File: src/rtl/phase_serial_pkg.sv
// Shared types and defaults for the phase-sampled serial transmitter.
package phase_serial_pkg;
  typedef enum logic [1:0] {IDLE, START, DATA, STOP} state_t;
  localparam int DEF_DATA_W = 8;
  localparam int DEF_HOLD   = 2;
endpackage

File: src/rtl/phase_serial_symbol_timer.sv
// Per-symbol hold counter: counts 0..HOLD-1 and flags the last cycle of a symbol.
module symbol_timer #(
  parameter int HOLD = 2
) (
  input  logic CLK,
  input  logic reset,
  input  logic load,
  input  logic en,
  output logic last,
  output logic last_next
);
  localparam int CW = $clog2(HOLD + 1);
  localparam logic [CW-1:0] LAST_V = CW'(HOLD - 1);

  logic [CW-1:0] r_cnt;

  always_ff @(posedge CLK or posedge reset) begin
    if (reset)     r_cnt <= '0;
    else if (load) r_cnt <= '0;
    else if (en)   r_cnt <= r_cnt + CW'(1);
  end

  assign last = (r_cnt == LAST_V);
  // Lookahead of last for the registered strobe output.
  assign last_next = load ? (HOLD == 1) : ((r_cnt + CW'(1)) == LAST_V);
endmodule

File: src/rtl/phase_serial_tx.sv
// Frame transmitter: START(1), DATA_W bits LSB first, STOP(0), each held HOLD cycles.
module phase_serial_tx
  import phase_serial_pkg::*;
#(
  parameter int DATA_W = DEF_DATA_W,
  parameter int HOLD   = DEF_HOLD
) (
  input  logic              CLK,
  input  logic              reset,
  input  logic [DATA_W-1:0] data_in,
  input  logic              valid,
  output logic              ready,
  output logic              A,
  output logic              strobe,
  output logic              busy,
  output logic              done
);
  localparam int IW = (DATA_W > 1) ? $clog2(DATA_W) : 1;
  localparam logic [IW-1:0] IDX_LAST = IW'(DATA_W - 1);

  state_t            r_state, w_state_nxt;
  logic [DATA_W-1:0] r_sh, w_sh_nxt;
  logic [IW-1:0]     r_idx, w_idx_nxt;
  logic              r_ready, r_A, r_strobe, r_busy, r_done;
  logic              w_ready_nxt, w_A_nxt, w_strobe_nxt, w_busy_nxt, w_done_nxt;
  logic              w_accept, w_last, w_last_nxt, w_load, w_en;

  assign w_accept = (r_state == IDLE) && r_ready && valid;
  assign w_en     = (r_state != IDLE);
  assign w_load   = (r_state == IDLE) || w_last;

  symbol_timer #(.HOLD(HOLD)) u_timer (
    .CLK       (CLK),
    .reset     (reset),
    .load      (w_load),
    .en        (w_en),
    .last      (w_last),
    .last_next (w_last_nxt)
  );

  always_ff @(posedge CLK or posedge reset) begin
    if (reset) r_state <= IDLE;
    else       r_state <= w_state_nxt;
  end

  always_comb begin
    w_state_nxt = r_state;
    case (r_state)
      IDLE:    if (w_accept) w_state_nxt = START;
      START:   if (w_last) w_state_nxt = DATA;
      DATA:    if (w_last && (r_idx == IDX_LAST)) w_state_nxt = STOP;
      STOP:    if (w_last) w_state_nxt = IDLE;
      default: w_state_nxt = IDLE;
    endcase
  end

  always_comb begin
    w_sh_nxt  = r_sh;
    w_idx_nxt = r_idx;
    if (w_accept) begin
      w_sh_nxt  = data_in;
      w_idx_nxt = '0;
    end else if ((r_state == DATA) && w_last) begin
      w_sh_nxt  = r_sh >> 1;
      w_idx_nxt = r_idx + IW'(1);
    end
  end

  // Outputs are computed for the next cycle so they can be registered.
  always_comb begin
    w_ready_nxt  = (w_state_nxt == IDLE);
    w_busy_nxt   = (w_state_nxt != IDLE);
    w_done_nxt   = (r_state == STOP) && w_last;
    w_strobe_nxt = w_busy_nxt && w_last_nxt;
    case (w_state_nxt)
      START:   w_A_nxt = 1'b1;
      DATA:    w_A_nxt = w_sh_nxt[0];
      default: w_A_nxt = 1'b0;
    endcase
  end

  always_ff @(posedge CLK or posedge reset) begin
    if (reset) begin
      r_sh     <= '0;
      r_idx    <= '0;
      r_ready  <= 1'b0;
      r_A      <= 1'b0;
      r_strobe <= 1'b0;
      r_busy   <= 1'b0;
      r_done   <= 1'b0;
    end else begin
      r_sh     <= w_sh_nxt;
      r_idx    <= w_idx_nxt;
      r_ready  <= w_ready_nxt;
      r_A      <= w_A_nxt;
      r_strobe <= w_strobe_nxt;
      r_busy   <= w_busy_nxt;
      r_done   <= w_done_nxt;
    end
  end

  assign ready  = r_ready;
  assign A      = r_A;
  assign strobe = r_strobe;
  assign busy   = r_busy;
  assign done   = r_done;
endmodule

File: config.mk
export PLATFORM = sky130hd
export DESIGN_NAME = phase_serial_tx
export DESIGN_NICKNAME = d
export VERILOG_FILES = /design/src/rtl/phase_serial_pkg.sv /design/src/rtl/phase_serial_symbol_timer.sv /design/src/rtl/phase_serial_tx.sv
export SDC_FILE = /design/constraint.sdc
export NUM_CORES = 1
export LEC_CHECK = 0
export CORE_MARGIN = 2
export CORE_UTILIZATION = 48
export CTS_BUF_LIST = sky130_fd_sc_hd__clkbuf_8
export CTS_CLUSTER_DIAMETER = 200
export CTS_CLUSTER_SIZE = 28
export DETAILED_ROUTE_END_ITERATION = 8
export HOLD_SLACK_MARGIN = 0.1
export PLACE_DENSITY = 0.82
export SLEW_MARGIN = 10
export SYNTH_ARGS = -nofsm -noshare
export SYNTH_HDL_FRONTEND = slang
export SYNTH_SLANG_ARGS = --single-unit
File: constraint.sdc
create_clock -name CLK -period 1.65 [get_ports CLK]
set_input_delay 0.165 -clock CLK [delete_from_list [all_inputs] [get_ports CLK]]
set_output_delay 0.165 -clock CLK [all_outputs]
set_load 0.05 [all_outputs]
# == Word level (Yosys, flattened, before mapping) ==
# Cells that the tools add are included.
# totals
wordCells,46
regBits,20
out_inout_bits,5
# classes
add_sub_neg,2
reduce_logical,13
eq_ne,8
muxes,13
# ops
cell,count
$mux W8,2
$mux W2,6
$eq A2 B1 Y1 const B,4
$pmux W2 S4,1
$reduce_bool A2 Y1,4
$eq A2 B2 Y1 const B,3
$logic_and A1 B1 Y1,6
$mux W3,2
$logic_not A2 Y1,2
$add A3 B1 Y3 const B,1
$eq A3 B3 Y1 const B,1
$add A2 B1 Y2 const B,1
$pmux W1 S2,1
$logic_or A1 B1 Y1,1
$mux W1,1

# == Depth between registers and ports, before layout ==
# Gate-level depths: netlist of the first run.
# logic_depth
ltp_word,7
mapped_depth,10
depth_no_buf,9

# == Modules after synthesis ==
# From an unflattened synthesis of the first run, not the netlist that was laid out.
# unflattened
hier_cells,92
hier_area_um2,998.5
# by_module_without_submodules
mod,area_each_um2,cells_per_inst,seq_area_each_um2,instances
phase_serial_tx,879.6,80,450.4,1
symbol_timer,118.9,12,50.0,1

# == Least setup slack after synthesis of the first run ==
# Ideal clock, no wire load.
# synth_timing
path_kind,register to register
from,register u_timer.r_cnt[0]
to,register r_A (netlist: A)
path_buffers,1
path_slack_ns,-0.117
t_arrival_ns,1.631
path_stages_with_launch,9
period_less_slack_ns,1.767
path_cell_list,dfrtp_1 -> ha_1 -> buf_2 -> nand2_1 -> nor2_4 -> a221oi_2 -> ha_1 -> nand2_1 -> o31ai_2
# synth_between
elab_chain_len,6
# synth_rtl
item,line,source
start: declaration,phase_serial_symbol_timer.sv:15,logic [CW-1:0] r_cnt;
start signal: assignment,phase_serial_symbol_timer.sv:20,else if (en) r_cnt <= r_cnt + CW'(1);
$eq A2 B1 Y1 *,phase_serial_symbol_timer.sv:23,assign last = (r_cnt == LAST_V);
$logic_and A1 B1 Y1,phase_serial_tx.sv:51,DATA: if (w_last && (r_idx == IDX_LAST)) w_state_nxt = STOP;
$mux W2,phase_serial_tx.sv:51,
$pmux W2 S4,phase_serial_tx.sv:48,case (r_state)
$eq A2 B2 Y1 or $eq A2 B1 Y1 (tied branches),phase_serial_tx.sv:75,case (w_state_nxt)
$pmux W1 S2 *,phase_serial_tx.sv:75,
net w_A_nxt,phase_serial_tx.sv:25,"logic w_ready_nxt, w_A_nxt, w_strobe_nxt, w_busy_nxt, w_done_nxt;"
end signal: assignment,phase_serial_tx.sv:95,r_A <= w_A_nxt;
end: declaration,phase_serial_tx.sv:24,"logic r_ready, r_A, r_strobe, r_busy, r_done;"
# Mark *: on every way through the listed nets, which the timed path passes. The rest lies on a longest branch. The select of a mux whose other input is x is not followed.
# A chain may end at the register's enable or synchronous reset.

# == Worst setup path after layout of the first run ==
# layout_timing
from,register u_timer.r_cnt[1]
to,register r_A (netlist: A)
# The elaborated chain is that of the path after synthesis.

==> impl_metrics.tcl, run 1 <==
set metrics [dict create \
    status "finished, final reports clean" \
    layout-area-overhead-vs-synth_pct 39.2 \
    routabilityCongestion 0.690 \
    critPathCaptureType "flop" \
    nNetsFinal 131 \
    p_sw_share_pct 38.6 \
    cp-start-kind "flop" \
    gr-total-overflow 0 \
    timing.slew.headroom_pct 66.6 \
    dominantRegCellSynth "dfrtp_1" \
    ys_ff_latch 20 \
    crit_path_max_fanout 6 \
    async_reset_ff_share_pct 100 \
    drtIter0Drc 4 \
    combPwrFrac_pct 47.7 \
    die_area_um2 2370 \
    synthCells 87 \
    yosys_warnings 0 \
    ys_types 26 \
    yosys.area.top_type "dfrtp_1" \
    setup_viol 0 \
    reg2reg_slack_ns 0.03 \
    cp.required_ns 1.79 \
    antenna_found_initial 0 \
    drc 0 \
    power_switching_uw 1020 \
    final_core_util_pct 69.4 \
    portBuffers 15 \
    nFillCells 154 \
    seq_area_frac_synth_pct 52.2 \
    critPathKind "reg -> reg" \
    ant_nets 0 \
    grt_pass1_vias 680 \
    drv_slew 0 \
    post-route-min-period_ns 1.62 \
    syn_nets 105 \
    ctsHoldBuffers 0 \
    yosys-top-cells-count "dfrtp_1, nand2_1, ha_1, inv_1, o21ai_1" \
    track_usage_pct 17.4 \
    die_w_um 48.7 \
    routedWlPerCell_um 13.9 \
    wl_met1_um 816 \
    p_int_uw 1620 \
    row_count 16 \
    leakage_uw 0.000590 \
    skew_ns 0.00335 \
    die_h_um 48.7 \
    holdCritPathClass "in -> async" \
    whs_ns 0.219 \
    place_hpwl_um 1390 \
    cts_tree "yes" \
    ir_drop_v 0.00150 \
    synth.avg_cell_area_um2 11.0 \
    top_layer "met4" \
    drt-total-wl_um 1940 \
    netlist.area_leader.share_pct 52.2 \
    cts_sinks 20 \
    synth.cell_area_um2 958 \
    cts.clk_slew.worst_paths_ns 0.08 \
    grt_start_max_net_pins 21 \
    diodes 0 \
    start_util_pct 49.9 \
    dr.pass1.iters 3 \
    cp_data_arrival_time_ns 1.76 \
    clockRootBuffer "clkbuf_8" \
    routed-wl-met2_um 1040 \
    seqPwrFrac_pct 33.7 \
    vias 681 \
    layout-drive-gt1-share_pct 31.3 \
    ys_top_cells_by_area "dfrtp_1, ha_1, mux2i_1" \
    powerDensity_nw_per_um2 1980 \
    final_hold_viol_count 0 \
    grt_pass1_wl_um 3020 \
    cap_violations 0 \
    worstMarginPinSlew_ns 0.500 \
    clockPowerShare_pct 18.6 \
    yosysMostFrequentCell "dfrtp_1" \
    rsz0062_at_grt "yes" \
    r2r_cells 7 \
    clk_latency_ns 0.26 \
    cts_buffers 3 \
    viasPerCell 4.90 \
    synth_edf_count 0 \
    period_share_pct 98.5 \
    dr_wl_met3_um 35 \
    fmax_ghz 0.615 \
    htree_levels 1 \
    core_area_um2 1920 \
    rr_startpoint "u_timer.r_cnt[1]" \
    reg2reg_to "A" \
    clock_path_buffers 2 \
    io-pin-count 16 \
]
==> layer usage <==
metal / track usage, % / up-vias
met4: 12.9 / 0
met3: 3.09 / 4
met2: 28.8 / 10
li1: - / 334
met5: 0 / -
met1: 20.2 / 333
==> worst max-delay path by stage <==
stage | startpoint | slack [ns] | to | depth (start not counted)
3_5_place_dp | u_timer.r_cnt[1] | -0.07 | A | 7
3_3_place_gp | u_timer.r_cnt[1] | 0.04 | A | 7
6_report | u_timer.r_cnt[1] | 0.03 | A | 7
5_1_grt | u_timer.r_cnt[1] | -0.07 | A | 7
4_1_cts | r_idx[1] | -0.006 | A | 6
2_1_floorplan | u_timer.r_cnt[1] | -0.01 | A | 9
==> cell usage in the layout, fill, tap and decap left out, drive strengths merged <==
cell type / synthesis / routed
nor3b: 1 / 1
nand3: 1 / 1
a21oi: 2 / 2
bufinv: 0 / 1
nand2: 16 / 16
xor2: 1 / 1
o31ai: 1 / 1
nor2b: 2 / 2
inv: 8 / 8
a221oi: 1 / 1
nor4b: 1 / 1
clkbuf: 0 / 3
nor3: 1 / 1
nor2: 5 / 5
ha: 7 / 7
and3: 1 / 1
a2111oi: 1 / 1
dfrtp: 20 / 20
clkdlybuf4s50: 0 / 13
a21boi: 1 / 1
buf: 3 / 11
xnor2: 1 / 1
mux2i: 6 / 6
o21ai: 7 / 7
==> worst max-delay path, cell delays in order, from the launching register on <==
cell,delay (ns)
dfrtp_1,0.40
inv_2,0.09
ha_4,0.18
inv_1,0.08
a221oi_4,0.37
ha_4,0.26
nand2_1,0.08
o31ai_2,0.06
==> cells by family (layout without fill, tap and decap cells) <==
logic type      Yosys count  count (layout)  share of synthesized area (%)
xor+xnor                  2               2                           1.83
mux                       6               6                           6.27
fa+ha+maj                 7               7                           9.14
flops                    20              20                           52.2
compound gates           13              13                           9.92
buf+inv                  11              36                           5.35
simple gates             28              28                           15.3
==> layout make-up <==
cell class	count	area, um^2	area share [%]
Sequential cell	20	504	37.8
Multi-Input combinational cell	56	482	36.1
Timing Repair Buffer	24	213	15.9
Clock buffer	3	41.3	3.10
Tap cell	27	33.8	2.53
Clock inverter	1	30.0	2.25
Inverter	8	30.0	2.25
==> sequential cells by signal, summed over array words and instances, names as in the netlist <==
register       flops
done               1
strobe             1
A                  1
busy               1
u_timer.r_cnt      2
r_idx              3
r_state            2
r_sh               8
ready              1
==> metrics by stage <==
stage / area [um^2] / total power [uW] / TNS, ns / setup WS, ns / instances
finish: 1330 / 2640 / 0 / 0.0253 / 139
global route: 1330 / 2830 / -0.0691 / -0.0691 / 139
CTS: 1290 / 2550 / -0.00620 / -0.00620 / 136
detailed placement: 1180 / 1990 / -0.121 / -0.0718 / 132
global placement: 1180 / 1890 / 0 / 0.0357 / 132
floorplan: 987 / 1660 / -0.0113 / -0.0113 / 87
==> timing repair <==
action                     4_1_cts  5_1_grt
pin swaps                        4        4
buffers inserted                 0        3
setup endpoints to repair        2        2
gates resized for setup          8        3
==> power groups by stage <==
stage	combinational [uW]	sequential (uW)	clock, uW
after floorplan	679	986	0
after global placement	1040	853	0
after detailed placement	1120	874	0
after CTS	1160	887	495
after global routing	1400	911	518
final	1260	890	492
No activity file was read; power rests on OpenSTA's default activity.
==> inputs of run 2 (changes only) <==
--- a/config.mk
+++ b/config.mk
@@ -6,7 +6,7 @@
 export NUM_CORES = 1
 export LEC_CHECK = 0
 export CORE_MARGIN = 2
-export CORE_UTILIZATION = 48
+export CORE_UTILIZATION = 50
 export CTS_BUF_LIST = sky130_fd_sc_hd__clkbuf_8
 export CTS_CLUSTER_DIAMETER = 200
 export CTS_CLUSTER_SIZE = 28
==> constraint.sdc (replaced) <==
create_clock -name CLK -period 1.9 [get_ports CLK]
set_input_delay 0.19 -clock CLK [delete_from_list [all_inputs] [get_ports CLK]]
set_output_delay 0.19 -clock CLK [all_outputs]
set_load 0.05 [all_outputs]
==> run 2 against run 1 <==
  * Sequential share of layout area up 3.3 points
  * Maximum frequency down 7.3%
  * Total power down 25%
  * Die area down 3.7%
  * Routed wire length down 9.4%
  * Via count down 2.1%
  * Utilization down 0.39 points
  * Global-route usage up 0.85 points
  * Critical path type unchanged
  * Critical endpoint is now strobe
  * Largest cell class unchanged
==> impl_metrics.tcl, run 2 (same netlist as run 1, synthesis figures left out) <==
set metrics [dict create \
    top_register "r_sh" \
    routedWlPerCell_um 13.3 \
    drtIter0Drc 9 \
    vias 667 \
    htree_levels 1 \
    portBuffers 15 \
    gr-total-overflow 0 \
    p_int_uw 1190 \
    clock_path_buffers 2 \
    antenna_found_initial 0 \
    die_w_um 47.8 \
    cts_buffers 3 \
    row_count 15 \
    io-pin-count 16 \
    track_usage_pct 18.3 \
    critPathKind "reg -> reg" \
    final_hold_viol_count 0 \
    ctsHoldBuffers 0 \
    layout-area-overhead-vs-synth_pct 27.0 \
    critPathCapture "strobe" \
    placed_cell_area_um2 1140 \
    core_area_um2 1760 \
    crit_start "r_state[0]" \
    seqPwrFrac_pct 37.4 \
    powerDensity_nw_per_um2 1630 \
    place_hpwl_um 1170 \
    clk_latency_ns 0.26 \
    drc 0 \
    combPwrFrac_pct 46.4 \
    post-route-min-period_ns 1.75 \
    place_ws_ns -0.0329 \
    timing.slew.headroom_pct 66.7 \
    final_area_um2 1220 \
    largest_reg_flops 8 \
    crit_chain "nor2_2 -> and3_4 -> a221oi_4 -> ha_1 -> nor4b_1" \
    cts_sinks 20 \
    worstMarginPinSlew_ns 0.498 \
    layout-drive-gt1-share_pct 15.9 \
    p_sw_share_pct 40.1 \
    cts_tree "yes" \
    grt_pass1_vias 588 \
    cp_data_arrival_time_ns 1.89 \
    clockPowerShare_pct 16.1 \
    cap_violations 0 \
    dr.pass1.iters 4 \
    setup_viol 0 \
    cp.required_ns 2.04 \
    clockRootBuffer "clkbuf_8" \
    period_share_pct 92.3 \
    whs_ns 0.260 \
    die_h_um 47.8 \
    nNetsFinal 126 \
    drt-total-wl_um 1750 \
    cts.clk_slew.worst_paths_ns 0.07 \
    leakage_uw 0.000552 \
    finalPower_uw 1990 \
    critPathCaptureType "flop" \
    tns_ns 0 \
    skew_ns 0.00259 \
    rr_startpoint "r_state[0]" \
    nFillCells 133 \
    fmax_ghz 0.570 \
    viasPerCell 5.05 \
    diodes 0 \
    reg2reg_slack_ns 0.15 \
    routabilityCongestion 0.799 \
    ir_drop_v 0.00115 \
    grt_pass1_wl_um 2780 \
    top_regs "r_sh (8), r_idx (3)" \
    layout_commonest_cell "dfrtp_1" \
    die_area_um2 2280 \
    drv_slew 0 \
    status "finished, final reports clean" \
    grt_start_max_net_pins 21 \
    reg2reg_to "strobe" \
    r2r_cells 5 \
    power_switching_uw 797 \
    final_cell_mix "dfrtp_1, nand2_1, clkdlybuf4s50_1" \
    crit_path_max_fanout 5 \
    holdCritPathClass "in -> async" \
    cp-start-kind "flop" \
    slowest_stage "dfrtp_1" \
    cp_slowest_stage_delay_ns 0.49 \
    start_util_pct 54.3 \
    ant_nets 0 \
    fin_ws_ns 0.147 \
]
run 2: cell types whose count changed in the layout (fill, tap and decap cells not counted), moves of 2 or more:
| cell | previous run | this run |
|---|---|---|
| buf_4 | 11 | 4 |
| clkdlybuf4s50_1 | 13 | 15 |
| dfrtp_1 | 17 | 20 |
| ha_1 | 2 | 6 |
| ha_4 | 3 | 0 |
| dfrtp_2 | 3 | 0 |
run 2: metal layers:
metal | global-route usage, % | vias to the layer above | wire length (um)
li1 | - | 325 | -
met1 | 27.3 | 322 | 848
met2 | 24.8 | 15 | 814
met3 | 2.26 | 5 | 44
met4 | 11.4 | 0 | 47
met5 | 0 | - | 0
run 2: power by group through the flow:
| stage | Clock, uW | Combinational, uW | Sequential, uW |
|---|---|---|---|
| after global routing | 360 | 1030 | 764 |
| final | 321 | 924 | 744 |
| after floorplan | 0 | 544 | 845 |
| after global placement | 0 | 856 | 738 |
| after CTS | 327 | 905 | 740 |
| after detailed placement | 0 | 882 | 745 |
run 2: worst max-delay path, delay by kind of cell, from the launching register on:
kind | cells | cell delay, ns
compound gates | 1 | 0.05
simple gates | 3 | 0.84
flops | 1 | 0.49
fa+ha+maj | 1 | 0.26
run 2: worst min-delay path by stage:
stage               cells past startpoint  slack [ns]               end
finish                                  3        0.26          r_idx[2]
global route                            3        0.28            strobe
CTS                                     3        0.27          r_idx[2]
detailed placement                      1        0.47  u_timer.r_cnt[0]
global placement                        1        0.47  u_timer.r_cnt[0]
floorplan                               1        0.15                 A
run 2: final cells by class:
| class | instances | area, um^2 | area share [%] |
|---|---|---|---|
| flip-flops and latches | 20 | 500 | 41.1 |
| multi-input cells | 56 | 420 | 34.5 |
| repair buffers | 19 | 180 | 14.8 |
| clock buffers | 4 | 55.1 | 4.52 |
| well taps | 25 | 31.3 | 2.57 |
| inverters | 8 | 30.0 | 2.47 |
run 2: metrics by stage:
step                      util [%]  cells
after detailed placement      64.7    127
after CTS                     68.2    132
after global routing          69.0    132
final                         69.0    132
after floorplan                  -     87
after global placement        64.7    127
run 2: repair_timing:
action	in CTS	in global routing
resized for setup	0	2
setup buffers	1	0
pin swaps	1	0
gates cloned	0	0
setup endpoints to repair	1	2
==> inputs of run 3 (changes only) <==
--- a/config.mk
+++ b/config.mk
@@ -5,7 +5,7 @@
 export SDC_FILE = /design/constraint.sdc
 export NUM_CORES = 1
 export LEC_CHECK = 0
-export CORE_MARGIN = 2
+export ABC_CLOCK_PERIOD_IN_PS = 1900
 export CORE_UTILIZATION = 50
 export CTS_BUF_LIST = sky130_fd_sc_hd__clkbuf_8
 export CTS_CLUSTER_DIAMETER = 200
==> run 3 against run 2 <==
  * Combinational power rose by 2%
  * Register-to-register slack worse by 0.03 ns
  * Clock power down 1%
  * Clock skew rose by 0.0010 ns
  * Critical path depth grew 1
  * Non-clock buffer count unchanged
  * Worst hold slack got worse by 0.011 ns
  * Die area decreased by 8.2%
==> impl_metrics.tcl, run 3 (same netlist as run 1, synthesis figures left out) <==
set metrics [dict create \
    status "finished, final reports clean" \
    viasPerCell 5.08 \
    crit_family "compound AO/OA/AOI/OAI gates" \
    leakage_uw 0.000552 \
    finalPower_uw 2010 \
    drt-total-wl_um 1820 \
    grtUsageMet2_pct 32.0 \
    cp.required_ns 2.03 \
    routabilityCongestion 0.827 \
    final_hold_viol_count 0 \
    period_share_pct 93.8 \
    tns_ns 0 \
    clk_latency_ns 0.25 \
    die_area_um2 2100 \
    cts_sinks 20 \
    use_met3_pct 2.38 \
    start_util_pct 54.3 \
    top_regs "r_sh (8), r_idx (3)" \
    ant_nets 0 \
    gr-total-overflow 0 \
    die_w_um 45.8 \
    crit_buf_inv 1 \
    antenna_found_initial 0 \
    portBuffers 15 \
    cap_violations 0 \
    layout-area-overhead-vs-synth_pct 27.0 \
    cp_slowest_stage_delay_ns 0.49 \
    worstMarginPinSlew_ns 0.491 \
    reg2reg_slack_ns 0.12 \
    powerDensity_nw_per_um2 1650 \
    critPathKind "reg -> reg" \
    largest_reg_flops 8 \
    final_cell_mix "dfrtp_1, nand2_1, clkdlybuf4s50_1" \
    core_area_um2 1760 \
    critPathCaptureType "flop" \
    io-pin-count 16 \
    clockRootBuffer "clkbuf_8" \
    grt_pass1_wl_um 2970 \
    post-route-min-period_ns 1.78 \
    row_count 15 \
    crit_path_max_fanout 7 \
    top_register "r_sh" \
    nNetsFinal 126 \
    drv_slew 0 \
    vias 671 \
    timing.slew.headroom_pct 67.1 \
    cts_buffers 3 \
    clock_path_buffers 2 \
    layout-drive-gt1-share_pct 15.9 \
    cp-start-kind "flop" \
    routedWlPerCell_um 13.8 \
    busiest_layer "met2" \
    crit_chain "ha_2 -> nand2_1 -> nor2_4 -> buf_4 -> a2111oi_2 -> o31ai_2" \
    dr.pass1.iters 4 \
    grt_start_max_net_pins 21 \
    cts.clk_slew.worst_paths_ns 0.07 \
    layout_commonest_cell "dfrtp_1" \
    die_h_um 45.8 \
    use_met1_pct 28.0 \
    drc 0 \
    place_hpwl_um 1310 \
    nFillCells 139 \
    ir_drop_v 0.00121 \
    cp_data_arrival_time_ns 1.91 \
    fmax_ghz 0.561 \
    track_usage_pct 20.5 \
    diodes 0 \
    grt_pass1_vias 623 \
    htree_levels 1 \
    slowest_stage "a2111oi_2" \
    cts_tree "yes" \
    holdCritPathClass "in -> async" \
    setup_viol 0 \
    drtIter0Drc 6 \
    skew_ns 0.00363 \
]
-- run 3: cell counts in the layout (fill, tap and decap cells not counted) --
No cell type changed its count.
-- run 3: power breakdown --
part           internal, uW  total, uW  switching (uW)
logic                   396        943             547
registers               615        753             138
clock network           184        317             133
total                  1200       2010             818
-- run 3: final cells by class --
type | count | area [um^2] | share of cell area, %
Sequential cell | 20 | 500 | 41.1
Multi-Input combinational cell | 56 | 420 | 34.5
Timing Repair Buffer | 19 | 180 | 14.8
Clock buffer | 4 | 55.1 | 4.52
Tap cell | 25 | 31.3 | 2.57
Inverter | 8 | 30.0 | 2.47
-- run 3: final timing paths --
check                                       from                to  cells after the start
worst max-delay path            u_timer.r_cnt[0]                 A                      6
worst min-delay path                       reset          r_idx[2]                      3
worst max register to register  u_timer.r_cnt[0]                 A                      6
worst min register to register  u_timer.r_cnt[0]  u_timer.r_cnt[0]                      1
max in group asynchronous                  reset                 A                      3
min in group CLK                      data_in[7]           r_sh[7]                      3
-- run 3: repair_timing --
item	4_1_cts	5_1_grt
pin swaps	1	0
cloned	0	0
setup endpoints to repair	2	3
resized for setup	0	2
buffers inserted	1	0
hold buffers	0	0
-- run 3: tightest hold or removal path, stage by stage --
cell and delay, ns:
clkdlybuf4s50_1 0.39, inv_1 0.05, buf_4 0.25
-- run 3: routing by layer --
| metal | vias up | wire length, um |
|---|---|---|
| li1 | 324 | - |
| met1 | 329 | 818 |
| met4 | 0 | 36 |
| met2 | 14 | 922 |
| met5 | - | 0 |
| met3 | 4 | 41 |
-- run 3: per-stage QoR --
step / hold slack (ns) / utilization (%) / setup WS (ns) / area (um^2) / std cells
after global placement: 0.474 / 64.7 / 0.115 / 1140 / 127
after CTS: 0.255 / 68.2 / 0.0430 / 1200 / 132
after global routing: 0.302 / 69.0 / -0.0138 / 1220 / 132
final: 0.249 / 69.0 / 0.118 / 1220 / 132
after floorplan: 0.154 / - / 0.133 / 958 / 87
after detailed placement: 0.519 / 64.7 / 0.00631 / 1140 / 127
